$ cat src/rtl/dm_s2mm_scheduler.sv
// Scheduler for a data-mover S2MM channel: walks a ring of equally sized blocks.
// It issues one write command at a time and advances on each good status.
module dm_s2mm_scheduler #(
    parameter int MM_ADDR_WIDTH = 32,
    parameter int NUM_WIDTH     = 16
) (
    input  logic                       clk,
    input  logic                       rstn,
    input  logic                       start,
    input  logic                       stop,
    input  logic [MM_ADDR_WIDTH-1:0]   cfg_base_addr,
    input  logic [22:0]                cfg_block_bytes,
    input  logic [NUM_WIDTH-1:0]       cfg_block_num,
    input  logic                       cfg_continuous,
    output logic                       cmd_tvalid,
    input  logic                       cmd_tready,
    output logic [MM_ADDR_WIDTH+39:0]  cmd_tdata,
    input  logic                       sts_tvalid,
    output logic                       sts_tready,
    input  logic [7:0]                 sts_tdata,
    output logic                       busy,
    output logic                       blk_done,
    output logic [31:0]                blk_cnt,
    output logic [NUM_WIDTH-1:0]       wr_idx,
    output logic                       err,
    output logic [3:0]                 err_code
);

    typedef enum logic [1:0] {IDLE, CMD, WAIT_STS, HALT} state_t;

    state_t                     state, state_nxt;
    logic [MM_ADDR_WIDTH-1:0]   base, base_nxt, addr, addr_nxt;
    logic [22:0]                btt, btt_nxt;
    logic [NUM_WIDTH-1:0]       num, num_nxt, idx, idx_nxt, wr_idx_nxt, num_m1;
    logic                       cont, cont_nxt;
    logic                       cmd_tvalid_nxt, sts_tready_nxt, blk_done_nxt;
    logic [31:0]                blk_cnt_nxt;
    logic                       err_nxt, stop_pend, stop_pend_nxt;
    logic [3:0]                 err_code_nxt;
    logic                       sts_good, last_blk;

    // Assertion is immediate; release is retimed to clk through two flops.
    logic [1:0] rst_sync;
    logic       rst_int_n;

    always_ff @(posedge clk or negedge rstn) begin
        if (!rstn) rst_sync <= 2'b00;
        else       rst_sync <= {rst_sync[0], 1'b1};
    end
    assign rst_int_n = rst_sync[1];

    assign busy      = (state != IDLE);
    assign num_m1    = num - NUM_WIDTH'(1);
    assign last_blk  = (idx == num_m1);
    assign sts_good  = sts_tdata[7] && (sts_tdata[6:4] == 3'b000) && (sts_tdata[3:0] == idx[3:0]);

    // Command word is forced to zero whenever no command is being offered.
    assign cmd_tdata = cmd_tvalid ?
        {4'h0, idx[3:0], addr, 1'b0, 1'b1, 6'b000000, 1'b1, btt} : '0;

    always_comb begin
        state_nxt      = state;
        base_nxt       = base;
        btt_nxt        = btt;
        num_nxt        = num;
        cont_nxt       = cont;
        addr_nxt       = addr;
        idx_nxt        = idx;
        cmd_tvalid_nxt = cmd_tvalid;
        sts_tready_nxt = sts_tready;
        blk_done_nxt   = 1'b0;
        blk_cnt_nxt    = blk_cnt;
        wr_idx_nxt     = wr_idx;
        err_nxt        = err;
        err_code_nxt   = err_code;
        stop_pend_nxt  = stop_pend | (stop & (state != IDLE));

        case (state)
            IDLE: begin
                if (start) begin
                    base_nxt      = cfg_base_addr;
                    btt_nxt       = cfg_block_bytes;
                    num_nxt       = cfg_block_num;
                    cont_nxt      = cfg_continuous;
                    stop_pend_nxt = 1'b0;
                    if ((cfg_block_bytes == '0) || (cfg_block_num == '0)) begin
                        err_nxt      = 1'b1;
                        err_code_nxt = 4'h1;
                        state_nxt    = HALT;
                    end else begin
                        addr_nxt       = cfg_base_addr;
                        idx_nxt        = '0;
                        blk_cnt_nxt    = '0;
                        wr_idx_nxt     = '0;
                        err_nxt        = 1'b0;
                        err_code_nxt   = 4'h0;
                        cmd_tvalid_nxt = 1'b1;
                        state_nxt      = CMD;
                    end
                end
            end
            CMD: begin
                if (cmd_tready) begin
                    cmd_tvalid_nxt = 1'b0;
                    sts_tready_nxt = 1'b1;
                    state_nxt      = WAIT_STS;
                end
            end
            WAIT_STS: begin
                if (sts_tvalid) begin
                    sts_tready_nxt = 1'b0;
                    if (sts_good) begin
                        blk_done_nxt = 1'b1;
                        blk_cnt_nxt  = blk_cnt + 32'd1;
                        wr_idx_nxt   = idx;
                        if (stop_pend_nxt || (!cont && last_blk)) begin
                            state_nxt = HALT;
                        end else if (last_blk) begin
                            idx_nxt        = '0;
                            addr_nxt       = base;
                            cmd_tvalid_nxt = 1'b1;
                            state_nxt      = CMD;
                        end else begin
                            idx_nxt        = idx + NUM_WIDTH'(1);
                            addr_nxt       = addr + MM_ADDR_WIDTH'(btt);
                            cmd_tvalid_nxt = 1'b1;
                            state_nxt      = CMD;
                        end
                    end else begin
                        err_nxt      = 1'b1;
                        err_code_nxt = (sts_tdata[6:4] != 3'b000) ? 4'h2 : 4'h3;
                        state_nxt    = HALT;
                    end
                end
            end
            HALT: begin
                stop_pend_nxt = 1'b0;
                state_nxt     = IDLE;
            end
            default: state_nxt = IDLE;
        endcase
    end

    always_ff @(posedge clk or negedge rst_int_n) begin
        if (!rst_int_n) begin
            state      <= IDLE;
            base       <= '0;
            btt        <= '0;
            num        <= '0;
            cont       <= 1'b0;
            addr       <= '0;
            idx        <= '0;
            cmd_tvalid <= 1'b0;
            sts_tready <= 1'b0;
            blk_done   <= 1'b0;
            blk_cnt    <= '0;
            wr_idx     <= '0;
            err        <= 1'b0;
            err_code   <= 4'h0;
            stop_pend  <= 1'b0;
        end else begin
            state      <= state_nxt;
            base       <= base_nxt;
            btt        <= btt_nxt;
            num        <= num_nxt;
            cont       <= cont_nxt;
            addr       <= addr_nxt;
            idx        <= idx_nxt;
            cmd_tvalid <= cmd_tvalid_nxt;
            sts_tready <= sts_tready_nxt;
            blk_done   <= blk_done_nxt;
            blk_cnt    <= blk_cnt_nxt;
            wr_idx     <= wr_idx_nxt;
            err        <= err_nxt;
            err_code   <= err_code_nxt;
            stop_pend  <= stop_pend_nxt;
        end
    end

endmodule
$ cat config.mk
export PLATFORM = sky130hd
export DESIGN_NAME = dm_s2mm_scheduler
export DESIGN_NICKNAME = d
export VERILOG_FILES = /design/src/rtl/dm_s2mm_scheduler.sv
export SDC_FILE = /design/constraint.sdc
export NUM_CORES = 1
export LEC_CHECK = 0
export CORE_AREA = 2 2 185 187
export CTS_CLUSTER_DIAMETER = 60
export DETAILED_ROUTE_END_ITERATION = 16
export DIE_AREA = 0 0 187 189
export DONT_BUFFER_PORTS = 1
export GPL_TIMING_DRIVEN = 0
export HOLD_SLACK_MARGIN = 0.02
export PLACE_DENSITY_LB_ADDON = 0.05
export SLEW_MARGIN = 40
export SYNTH_ARGS = -nofsm -noshare
export SYNTH_HDL_FRONTEND = slang
export SYNTH_SLANG_ARGS = --single-unit
$ cat constraint.sdc
create_clock -name clk -period 15.3 [get_ports clk]
set_input_delay 0.765 -clock clk [delete_from_list [all_inputs] [get_ports clk]]
set_output_delay 0.765 -clock clk [all_outputs]
set_load 0.02 [all_outputs]
; ---- Word-level counts from Yosys, hierarchy flattened
; Cells that the tools add are included.
[totals]
regBits = 181
inputBits = 86
wordCells = 112
[op_classes]
n_addsub = 4
eq_ne = 12
n_mux = 56
n_bitwise = 2
reduce_logical = 22
[op_table]
columns = cell, n
row1 = 32-bit two-way mux, 10
row2 = 16-bit two-way mux, 8
row3 = 32-bit case mux with 2 select lines, 2
row4 = 68-bit two-way mux, 1
row5 = 16-bit case mux with 2 select lines, 2
row6 = "32-bit by 1-bit adder with 32-bit output, second input constant", 1
row7 = 32-bit by 23-bit adder with 32-bit output, 1
row8 = 23-bit logical NOT, 1
row9 = 1-bit two-way mux, 18
row10 = "16-bit by 1-bit adder with 16-bit output, second input constant", 1
row11 = 16-bit equality test, 1
row12 = 16-bit logical NOT, 1
row13 = "16-bit by 1-bit subtractor with 16-bit output, second input constant", 1
row14 = "2-bit inequality test, second input constant", 7
row15 = 2-bit two-way mux, 6
row16 = 4-bit two-way mux, 3
row17 = 2-bit case mux with 4 select lines, 1
row18 = 4-bit case mux with 2 select lines, 1
row19 = 7-bit AND reduction, 1
row20 = 1-bit case mux with 2 select lines, 3
row21 = 3-bit AND reduction, 2
row22 = 6-bit AND reduction, 1
row23 = 2-bit nonzero test, 3
row24 = 3-bit nonzero test, 2
row25 = 14 further kinds, 18

; ---- Depth between registers and ports, before layout
; Gate-level depths: netlist of the first run.
[depth]
depth_word = 8
depth_mapped = 13
ltp_nobuf = 11

; ---- Least setup slack after synthesis of the first run
; No wires, ideal clock.
[synth_timing]
path_kind = input-to-reg
from = input sts_tdata[5]
to = register blk_cnt[28]
setup_time_ns = 0.118
arrival_time_ns = 3.104
slack_ns = 12.078
path_stages = 8
n_path_buf = 1
path_cell_list = or3_1 > o41ai_1 > o211ai_1 > or4_1 > clkbuf_1 > nor3_1 > nor3b_1 > a21o_1
[synth_via]
elab_chain_len = 5
[synth_rtl]
columns = item, line
row1 = "start, declared", 20  ; input logic [7:0] sts_tdata,
row2 = 3-bit logical NOT, 55  ; assign sts_good = sts_tdata[7] && (sts_tdata[6:4] == 3'b000) && (sts_tdata[3:0] == idx[3:0]);
row3 = 1-bit logical AND (2 in a row), 55
row4 = 2-bit inequality test (no line), -
row5 = 5-bit AND reduction (no line), -
row6 = "end signal, assigned", 172  ; blk_cnt <= blk_cnt_nxt;
row7 = "end, declared", 23  ; output logic [31:0] blk_cnt,
; Every way passes these cells.
; A chain may end at the register's enable or synchronous reset.

; ---- Final worst setup path of the first run
[layout_timing]
from = register num[0]
to = register addr[21]
[layout_via]
elab_chain_len = 7
elab_cells_between_ends = 11
[layout_rtl]
columns = item, line
row1 = "start, declared", 34  ; logic [NUM_WIDTH-1:0] num, num_nxt, idx, idx_nxt, wr_idx_nxt, num_m1;
row2 = "start signal, assigned", 165  ; num <= num_nxt;
row3 = 16-bit by 1-bit subtractor with 16-bit output *, 53  ; assign num_m1 = num - NUM_WIDTH'(1);
row4 = 16-bit equality test *, 54  ; assign last_blk = (idx == num_m1);
row5 = 32-bit two-way mux, 118  ; end else if (last_blk) begin
row6 = 32-bit two-way mux, 116  ; if (stop_pend_nxt || (!cont && last_blk)) begin
row7 = 32-bit two-way mux, 112  ; if (sts_good) begin
row8 = 32-bit two-way mux, 110  ; if (sts_tvalid) begin
row9 = 32-bit case mux with 2 select lines, 78  ; case (state)
row10 = "end signal, assigned", 167  ; addr <= addr_nxt;
row11 = "end, declared", 32  ; logic [MM_ADDR_WIDTH-1:0] base, base_nxt, addr, addr_nxt;
; Every way passes the cells marked *; elsewhere a longest branch is shown, timed or not. The select of a mux whose other input is x is not followed.

==> results.txt, run 1 <==
ys flop type = dfrtp_1
Worst setup SP type = flip-flop
CTS tree = done
drt drc = 0
n_diodes = 0
I/O pin cnt = 215
Fillers = 3465
Setup Fix Bufs, Post-CTS = 0
status = finished clean
DRT iter0 DRCs = 515
Pwr per Cell Area = 239 mW/mm²
post-synthesis xor/xnor area fraction = 0.0502
share of cells above drive strength 1 = 0.125
clk_lat worst skew = 0.46 ns
gr usage total = 0.209
post-synthesis simple-gate area fraction = 0.194
Comb pwr share = 0.558
Net count, final = 1315
largest family of logic cells by synthesized area = simple AND/OR/NAND/NOR gates
max-slew violations = 0
antenna violations before repair = 0
Pint = 0.00149 W
setup TNS = 0 ns
RSZ-0062 raised after global routing = no
Tcrit/Tclk final = 0.293
PortBufs = 0
DR vias/cell = 5.27
post-synthesis mux area share = 0.0919
Fin Clk Skew = 0.0159 ns
top post-synthesis cells by area = dfrtp_1, mux2_2, o21ai_0, nand2_1, and2_1
final setup fails = 0
post-synthesis compound-gate area fraction = 0.162
Syn Area/Cell = 9.32 µm²
P&R area growth vs syn = 12.1%
clock share of power = 0.156
number of iterations in the first detailed-routing pass = 5
DRT antenna net count = 0
DIE AREA = 0.0353 mm²
sw frac = 0.484
die extent in y = 189 µm
Crit Path Category = reg -> reg
die width = 187 µm
crit path time final = 4.48 ns
Clock transition at path regs = 0.08 ns
placed cells = 1625
sequential share of the synthesized area = 0.414
Starting Density = 0.325
Vias = 8741
Leakage = 4.99 nW
Post-Synth Adder-Cell Area = 0.0366
Worst EP required = 15.70 ns
Yosys warnings = 0
CP max FO = 10
Final HPWL DP = 27.4 mm
CTS Buf Count = 17
worst vdd ir = 0.107 mV
Synth area leader = dfrtp_1
Post-Syn Area = 0.0108 mm²
Cell Rows = 67
htree depth = 4
first-pass GRT wire length = 56.2 mm
vias in the first global route = 8966
P_sw = 0.00140 W
CORE AREA = 0.0333 mm²
Root Driver = clkbuf_16
Tightest Pin Transition = 0.812 ns
Cells after Synth = 1160
crit path capture type = flip-flop
total gr overflow = 0
Routed wire per std cell = 21.9 µm
Seq pwr share = 0.286
CP arrival = 4.88 ns
GP Congestion = 0.805
Peak Freq = 223 MHz
CTS resizes = 0
Post-Route WL = 36.3 mm
slew margin rel. = 0.455
Yosys cell types = 64
FF-to-FF setup slack = 10.82 ns
EDFF count, synth = 0
final hold vios = 0
non-filler cells, final = 1659
Worst Hold Class = reg -> async
flops & latches, synth = 179
largest net degree at the start of global routing = 39
Max-Cap Viols = 0
CTS sink cnt = 179
post-synth top area share = 0.414
Async SR Flop Fraction = 1.00
Clock Tree Buf Depth = 2
[flip-flops by register name, indices dropped and copies added, names as in the netlist]
name	count
num	16
cmd_tvalid	1
blk_done	1
btt	23
addr	32
idx	16
err	1
sts_tready	1
cont	1
state	2
err_code	2
wr_idx	16
stop_pend	1
blk_cnt	32
rst_sync	2
base	32
[synthesized netlist by cell type (all sizes together), types with 12 or more instances]
cell	count
a31oi	14
a21o	12
a21oi	65
clkbuf	55
nor3b	23
nor4	14
buf	34
mux2	74
xor2	29
ha	30
and3	17
o21ai	84
nor3	24
or3	16
dfrtp	179
nand4	14
nor2b	18
nor2	65
mux2i	16
xnor2	33
and2	60
nand3	30
inv	30
nand2	103
[power by group through the flow]
stage	registers [W]	logic, W	clock network, W
floorplan	0.000781	0.00123	0
global placement	0.000848	0.00161	0
detailed placement	0.000843	0.00162	0
CTS	0.000833	0.00163	0.000466
global route	0.000860	0.00180	0.000482
finish	0.000830	0.00162	0.000451
[cell type report]
class	count	area (µm²)	share of cell area
Sequential cell	179	4480	0.370
Timing Repair Buffer	7	115	0.00949
Multi-Input combinational cell	874	5850	0.482
Clock buffer	20	437	0.0360
Inverter	30	113	0.00929
Buffer	89	438	0.0361
Tap cell	448	561	0.0462
Clock inverter	12	133	0.0109
[metrics by stage]
step                      total power (W)  setup slack (ns)  hold WS [ns]   util  cell area, µm²
after detailed placement          0.00246             10.83         0.224  0.347           11500
final                             0.00290             10.82         0.207  0.364           12100
after floorplan                   0.00201              9.94         0.331      -           10900
after global placement            0.00245              6.94         0.334  0.343           11400
after global routing              0.00314             10.44         0.226  0.364           12100
after CTS                         0.00293             10.81         0.213  0.364           12100
[metal layers]
layer	part of all wire	global-route usage	wire length [µm]	vias up
met5	0	0	0	-
met4	0.013	0.0553	468	0
met3	0.051	0.0517	1850	19
met2	0.49	0.357	17700	187
met1	0.45	0.265	16300	4342
li1	-	-	-	4193
[logic make-up (layout without fill, tap and decap cells)]
logic type                 Yosys count  count (layout)
and+or+nand+nor                    403             403
DFF                                179             179
other                                2              14
adders and majority gates           31              31
AOI/OAI and AO/OA                  274             274
xor gates and xnor gates            62              62
muxes                               90              90
buffers and inverters              119             158
[worst max-delay path, stage by stage, from the launching register on]
cell,delay (ns)
dfrtp_1,0.45
inv_1,0.08
ha_1,0.18
nor3b_1,0.64
clkbuf_1,0.43
a32oi_1,0.17
o21a_1,0.20
o22ai_1,0.56
clkbuf_1,0.51
clkbuf_1,0.64
a41oi_1,0.26
o211ai_1,0.16
o21a_1,0.14
[layout by cell type, fill, tap and decap left out, drive strengths merged, types with 16 or more instances in the layout]
cell type / synthesis / routed
nor2b: 18 / 18
nor3: 24 / 24
clkbuf: 55 / 76
dfrtp: 179 / 179
xnor2: 33 / 33
a21oi: 65 / 65
mux2i: 16 / 16
and3: 17 / 17
inv: 30 / 31
nand2: 103 / 103
ha: 30 / 30
or3: 16 / 16
mux2: 74 / 74
nor3b: 23 / 23
xor2: 29 / 29
and2: 60 / 60
o21ai: 84 / 84
nand3: 30 / 30
nor2: 65 / 65
buf: 34 / 39
[final timing paths]
path,from,endpoint,depth (start not counted)
worst max-delay path,num[0]$_DFFE_PN0P_,addr[21]$_DFFE_PN0P_,12
worst min-delay path,rst_sync[1]$_DFF_PN0_,addr[21]$_DFFE_PN0P_,0
worst max register to register,num[0]$_DFFE_PN0P_,addr[21]$_DFFE_PN0P_,12
worst min register to register,rst_sync[1]$_DFF_PN0_,addr[21]$_DFFE_PN0P_,0
max in group asynchronous,rst_sync[1]$_DFF_PN0_,num[14]$_DFFE_PN0P_,2
min in group clk,rst_sync[0]$_DFF_PN0_,rst_sync[1]$_DFF_PN0_,0
[timing repair]
| action | CTS | global route |
|---|---|---|
| hold endpoints to repair | 2 | 0 |
| endpoints found under the setup margin | 0 | 0 |
| hold buffers | 1 | 0 |
Power figures use the tool's default switching activity.
==> inputs of run 2 (changes only) <==
==> constraint.sdc (replaced) <==
create_clock -name clk -period 4.5 [get_ports clk]
set_input_delay 0.225 -clock clk [delete_from_list [all_inputs] [get_ports clk]]
set_output_delay 0.225 -clock clk [all_outputs]
set_load 0.02 [all_outputs]
==> results.txt, run 2 (synthesized netlist as in run 1, its figures left out) <==
CTS tree = done
fin worst setup slack = 0.312 ns
Starting Density = 0.325
Cell Rows = 67
slew margin rel. = 0.448
largest registers = addr: 32 flops, base: 32 flops, blk_cnt: 32 flops
crit path from = num[0]$_DFFE_PN0P_
DR vias/cell = 5.19
max-slew violations = 0
Vias = 9013
leading cell types in the layout, fill and taps excluded = dfrtp_1, nand2_1, o21ai_0
number of iterations in the first detailed-routing pass = 4
CTS sink cnt = 179
FF-to-FF setup slack = 0.31 ns
multi-input logic area = 0.00585 mm²
WP buf/inv = 4
placed cells = 1625
critical-path cell list = inv_1 -> ha_1 -> nor3b_2 -> clkbuf_1 -> a32oi_1 -> o21a_1 -> o22ai_1 -> clkbuf_1 -> clkbuf_1 -> a41oi_1 -> o211ai_1 -> o21a_1
DRT iter0 DRCs = 470
non-filler cells, final = 1735
I/O pin cnt = 215
die extent in y = 189 µm
Fin Clk Skew = 0.0130 ns
P&R area growth vs syn = 19.4%
n_diodes = 0
reg2reg end = addr[21]$_DFFE_PN0P_
Hold Slack = 0.0809 ns
worst vdd ir = 0.342 mV
Worst setup SP type = flip-flop
crit path capture type = flip-flop
Tot Pwr = 0.00993 W
WHS Endpoint = addr[8]$_DFFE_PN0P_
Slowest-stage cell, CP = clkbuf_1
RSZ-0062 raised after global routing = no
DP Worst Slack = -0.0383 ns
final hold vios = 0
Sequential Area = 0.00448 mm²
most used cell, CP = clkbuf_1
max incr delay on CP = 0.62 ns
Routed wire per std cell = 21.4 µm
Clock transition at path regs = 0.07 ns
Root Driver = clkbuf_16
reg-to-reg startpoint = num[0]$_DFFE_PN0P_
Final HPWL DP = 27.5 mm
CP arrival = 4.58 ns
R2R depth = 12
Net count, final = 1391
drt drc = 0
Tcrit/Tclk final = 0.931
crit path time final = 4.19 ns
GP Congestion = 0.789
hold depth = 3
gr usage total = 0.213
commonest non-fill, non-tap cell in the layout = dfrtp_1
Crit Path Category = reg -> reg
CORE AREA = 0.0333 mm²
Clock Tree Buf Depth = 2
Fillers = 3430
clk_lat worst skew = 0.46 ns
Post-Route WL = 37.1 mm
Leakage = 5.32 nW
status = finished clean
vias in the first global route = 9297
Worst Hold Class = in -> reg
placed cell areas = 0.0115 mm²
Pwr per Cell Area = 769 mW/mm²
Final Cell Area = 0.0129 mm²
Tightest Pin Transition = 0.822 ns
final setup fails = 0
share of cells above drive strength 1 = 0.118
cell family with most CP delay = buffers and inverters
htree depth = 4
Max-Cap Viols = 0
CTS Buf Count = 17
Setup Fix Bufs, Post-CTS = 0
CP max FO = 10
total gr overflow = 0
PortBufs = 0
Worst EP required = 4.90 ns
hold path startpoint = cfg_base_addr[8]
first-pass GRT wire length = 57.4 mm
die width = 187 µm
largest net degree at the start of global routing = 38
DIE AREA = 0.0353 mm²
DRT antenna net count = 0
antenna violations before repair = 0
Peak Freq = 239 MHz
==> run 2: cell count changes in the layout (fill, tap and decap cells not counted) <==
cell and change:
buf_16 +1, nor3b_2 +1, nor3b_1 -1, dlygate4sd3_1 +77, clkbuf_1 -1, buf_12 -1, clkbuf_8 +1, clkbuf_2 -1
==> run 2: worst register-to-register path, delay by kind of cell (launching register included) <==
kind / cells / cell delay, ns
flops: 1 / 0.44
compound gates: 6 / 1.50
buf+inv: 4 / 1.60
simple gates: 1 / 0.42
fa+ha+maj: 1 / 0.18
==> run 2: metrics by stage <==
stage	utilization	TNS [ns]
floorplan	-	0
global placement	0.343	-12.30
detailed placement	0.347	-0.0383
CTS	0.388	0
global route	0.388	0
finish	0.388	0
==> run 2: timing repair <==
action,4_1_cts,5_1_grt
setup endpoints to repair,5,0
resized for setup,1,0
endpoints found under the hold margin,79,0
hold buffers,78,0
==> run 2: routing by layer <==
| layer | GRT usage | wire [µm] | vias to the layer above |
|---|---|---|---|
| met2 | 0.363 | 18100 | 188 |
| met3 | 0.0512 | 1710 | 24 |
| met1 | 0.273 | 16800 | 4445 |
| met5 | 0 | 0 | - |
| li1 | - | - | 4356 |
| met4 | 0.0519 | 474 | 0 |
==> run 2: layout make-up <==
class	count	share of cell area
Timing Repair Buffer	83	0.0688
Sequential cell	179	0.347
Buffer	89	0.0339
Multi-Input combinational cell	874	0.453
Tap cell	448	0.0434
Clock inverter	12	0.0103
Inverter	30	0.00872
Clock buffer	20	0.0346
==> run 2: worst max-delay path by stage <==
stage | end | cells past startpoint
2_1_floorplan | idx[3]$_DFFE_PN0P_ | 11
3_3_place_gp | addr[4]$_DFFE_PN0P_ | 0
5_1_grt | idx[9]$_DFFE_PN0P_ | 12
3_5_place_dp | addr[21]$_DFFE_PN0P_ | 12
6_report | addr[21]$_DFFE_PN0P_ | 12
4_1_cts | addr[21]$_DFFE_PN0P_ | 12
==> run 2: power breakdown <==
group          leakage (nW)  switching (W)  internal, W  total, W
clock                 0.276       0.000708     0.000835   0.00154
combinational          2.80        0.00346      0.00210   0.00556
sequential             2.25       0.000614      0.00221   0.00282
total                  5.32        0.00478      0.00515   0.00993
==> inputs of run 3 (changes only) <==
--- a/config.mk
+++ b/config.mk
@@ -12,6 +12,7 @@
 export DONT_BUFFER_PORTS = 1
 export GPL_TIMING_DRIVEN = 0
 export HOLD_SLACK_MARGIN = 0.02
+export MAX_ROUTING_LAYER = met4
 export PLACE_DENSITY_LB_ADDON = 0.05
 export SLEW_MARGIN = 40
 export SYNTH_ARGS = -nofsm -noshare
==> results.txt, run 3 (synthesized netlist as in run 1, its figures left out) <==
Clock Tree Buf Depth = 2
Max-Cap Viols = 0
n_diodes = 0
slew margin rel. = 0.448
CP max FO = 10
Worst EP required = 4.90 ns
vias in the first global route = 9334
Starting Density = 0.325
crit path capture type = flip-flop
number of iterations in the first detailed-routing pass = 4
Leakage = 5.32 nW
I/O pin cnt = 215
CTS sink cnt = 179
crit path time final = 4.24 ns
max-slew violations = 0
Tot Pwr = 0.00993 W
Tcrit/Tclk final = 0.943
drt drc = 0
Fillers = 3430
Routed wire per std cell = 21.4 µm
Final Util = 0.388
Cell Rows = 67
die extent in y = 189 µm
Vias = 8971
Worst Hold Class = in -> reg
PortBufs = 0
Fin Clk Skew = 0.0111 ns
Peak Freq = 236 MHz
largest net degree at the start of global routing = 38
htree depth = 4
placed cell areas = 0.0115 mm²
share of cells above drive strength 1 = 0.118
antenna violations before repair = 0
Tightest Pin Transition = 0.822 ns
Pwr per Cell Area = 769 mW/mm²
status = finished clean
DR vias/cell = 5.17
multi-input logic area = 0.00585 mm²
worst vdd ir = 0.342 mV
RSZ-0062 raised after global routing = no
FF-to-FF setup slack = 0.26 ns
GP Congestion = 0.800
Final Cell Area = 0.0129 mm²
first-pass GRT wire length = 57.4 mm
die width = 187 µm
Net count, final = 1391
total gr overflow = 0
Worst setup SP type = flip-flop
CTS Buf Count = 17
final hold vios = 0
DRT iter0 DRCs = 527
CP arrival = 4.64 ns
gr usage total = 0.219
CTS tree = done
DIE AREA = 0.0353 mm²
Clock transition at path regs = 0.07 ns
CORE AREA = 0.0333 mm²
P&R area growth vs syn = 19.4%
Root Driver = clkbuf_16
Sequential Area = 0.00448 mm²
final setup fails = 0
DRT antenna net count = 0
Final HPWL DP = 27.5 mm
Crit Path Category = reg -> reg
Post-Route WL = 37.1 mm
largest registers = addr: 32 flops, base: 32 flops, blk_cnt: 32 flops
commonest non-fill, non-tap cell in the layout = dfrtp_1
clk_lat worst skew = 0.46 ns
leading cell types in the layout, fill and taps excluded = dfrtp_1, nand2_1, o21ai_0
## run 3: cell counts in the layout (fill, tap and decap cells not counted)
No cell type changed its count.
## run 3: layer usage
metal | vias to the layer above | global-route usage | share of wire
li1 | 4350 | - | -
met1 | 4407 | 0.273 | 0.46
met2 | 190 | 0.364 | 0.49
met3 | 24 | 0.0493 | 0.045
met4 | 0 | 0.0519 | 0.012
met5 | - | - | 0
## run 3: path summary, 6_finish.rpt
kind,startpoint,endpoint,cells past startpoint
worst min register to register,rst_sync[1]$_DFF_PN0_,state[0]$_DFFE_PN0P_,0
worst min-delay path,cfg_base_addr[8],addr[8]$_DFFE_PN0P_,3
max in group asynchronous,rst_sync[1]$_DFF_PN0_,addr[4]$_DFFE_PN0P_,2
worst max-delay path,num[0]$_DFFE_PN0P_,addr[21]$_DFFE_PN0P_,12
min in group asynchronous,rst_sync[1]$_DFF_PN0_,state[0]$_DFFE_PN0P_,0
worst max register to register,num[0]$_DFFE_PN0P_,addr[21]$_DFFE_PN0P_,12
## run 3: area by class of cell
class | count | area share
clock buffer | 20 | 0.0346
tap | 448 | 0.0434
buffer | 89 | 0.0339
timing repair buffer | 83 | 0.0688
inverter | 30 | 0.00872
multi-input combinational | 874 | 0.453
sequential | 179 | 0.347
clock inverter | 12 | 0.0103
## run 3: worst max-delay path, stage by stage (launching register included)
cell      delay, ns
dfrtp_1        0.45
inv_1          0.09
ha_1           0.18
nor3b_2        0.42
clkbuf_1       0.40
a32oi_1        0.17
o21a_1         0.19
o22ai_1        0.61
clkbuf_1       0.49
clkbuf_1       0.63
a41oi_1        0.25
o211ai_1       0.16
o21a_1         0.14
## run 3: power breakdown
group / total (W) / internal, W / switching [W]
Combinational: 0.00556 / 0.00210 / 0.00346
Sequential: 0.00282 / 0.00221 / 0.000614
Clock: 0.00155 / 0.000835 / 0.000717
Total: 0.00993 / 0.00515 / 0.00479
## run 3: through the flow
stage	instances	TNS, ns	setup WS [ns]	hold WS (ns)
2_1_floorplan	1172	0	1.35	-0.0706
3_3_place_gp	1620	-12.30	-0.0879	-0.0705
3_5_place_dp	1625	-0.0383	-0.0383	-0.0705
4_1_cts	1735	0	0.227	0.0581
5_1_grt	1735	0	0.0165	0.0775
6_report	1735	0	0.255	0.0758
## run 3: timing repair
item / 4_1_cts / 5_1_grt
hold buffers: 78 / 0
setup endpoints to repair: 5 / 0
hold endpoints to repair: 79 / 0
resized for setup: 1 / 0
buffers inserted: 0 / 0
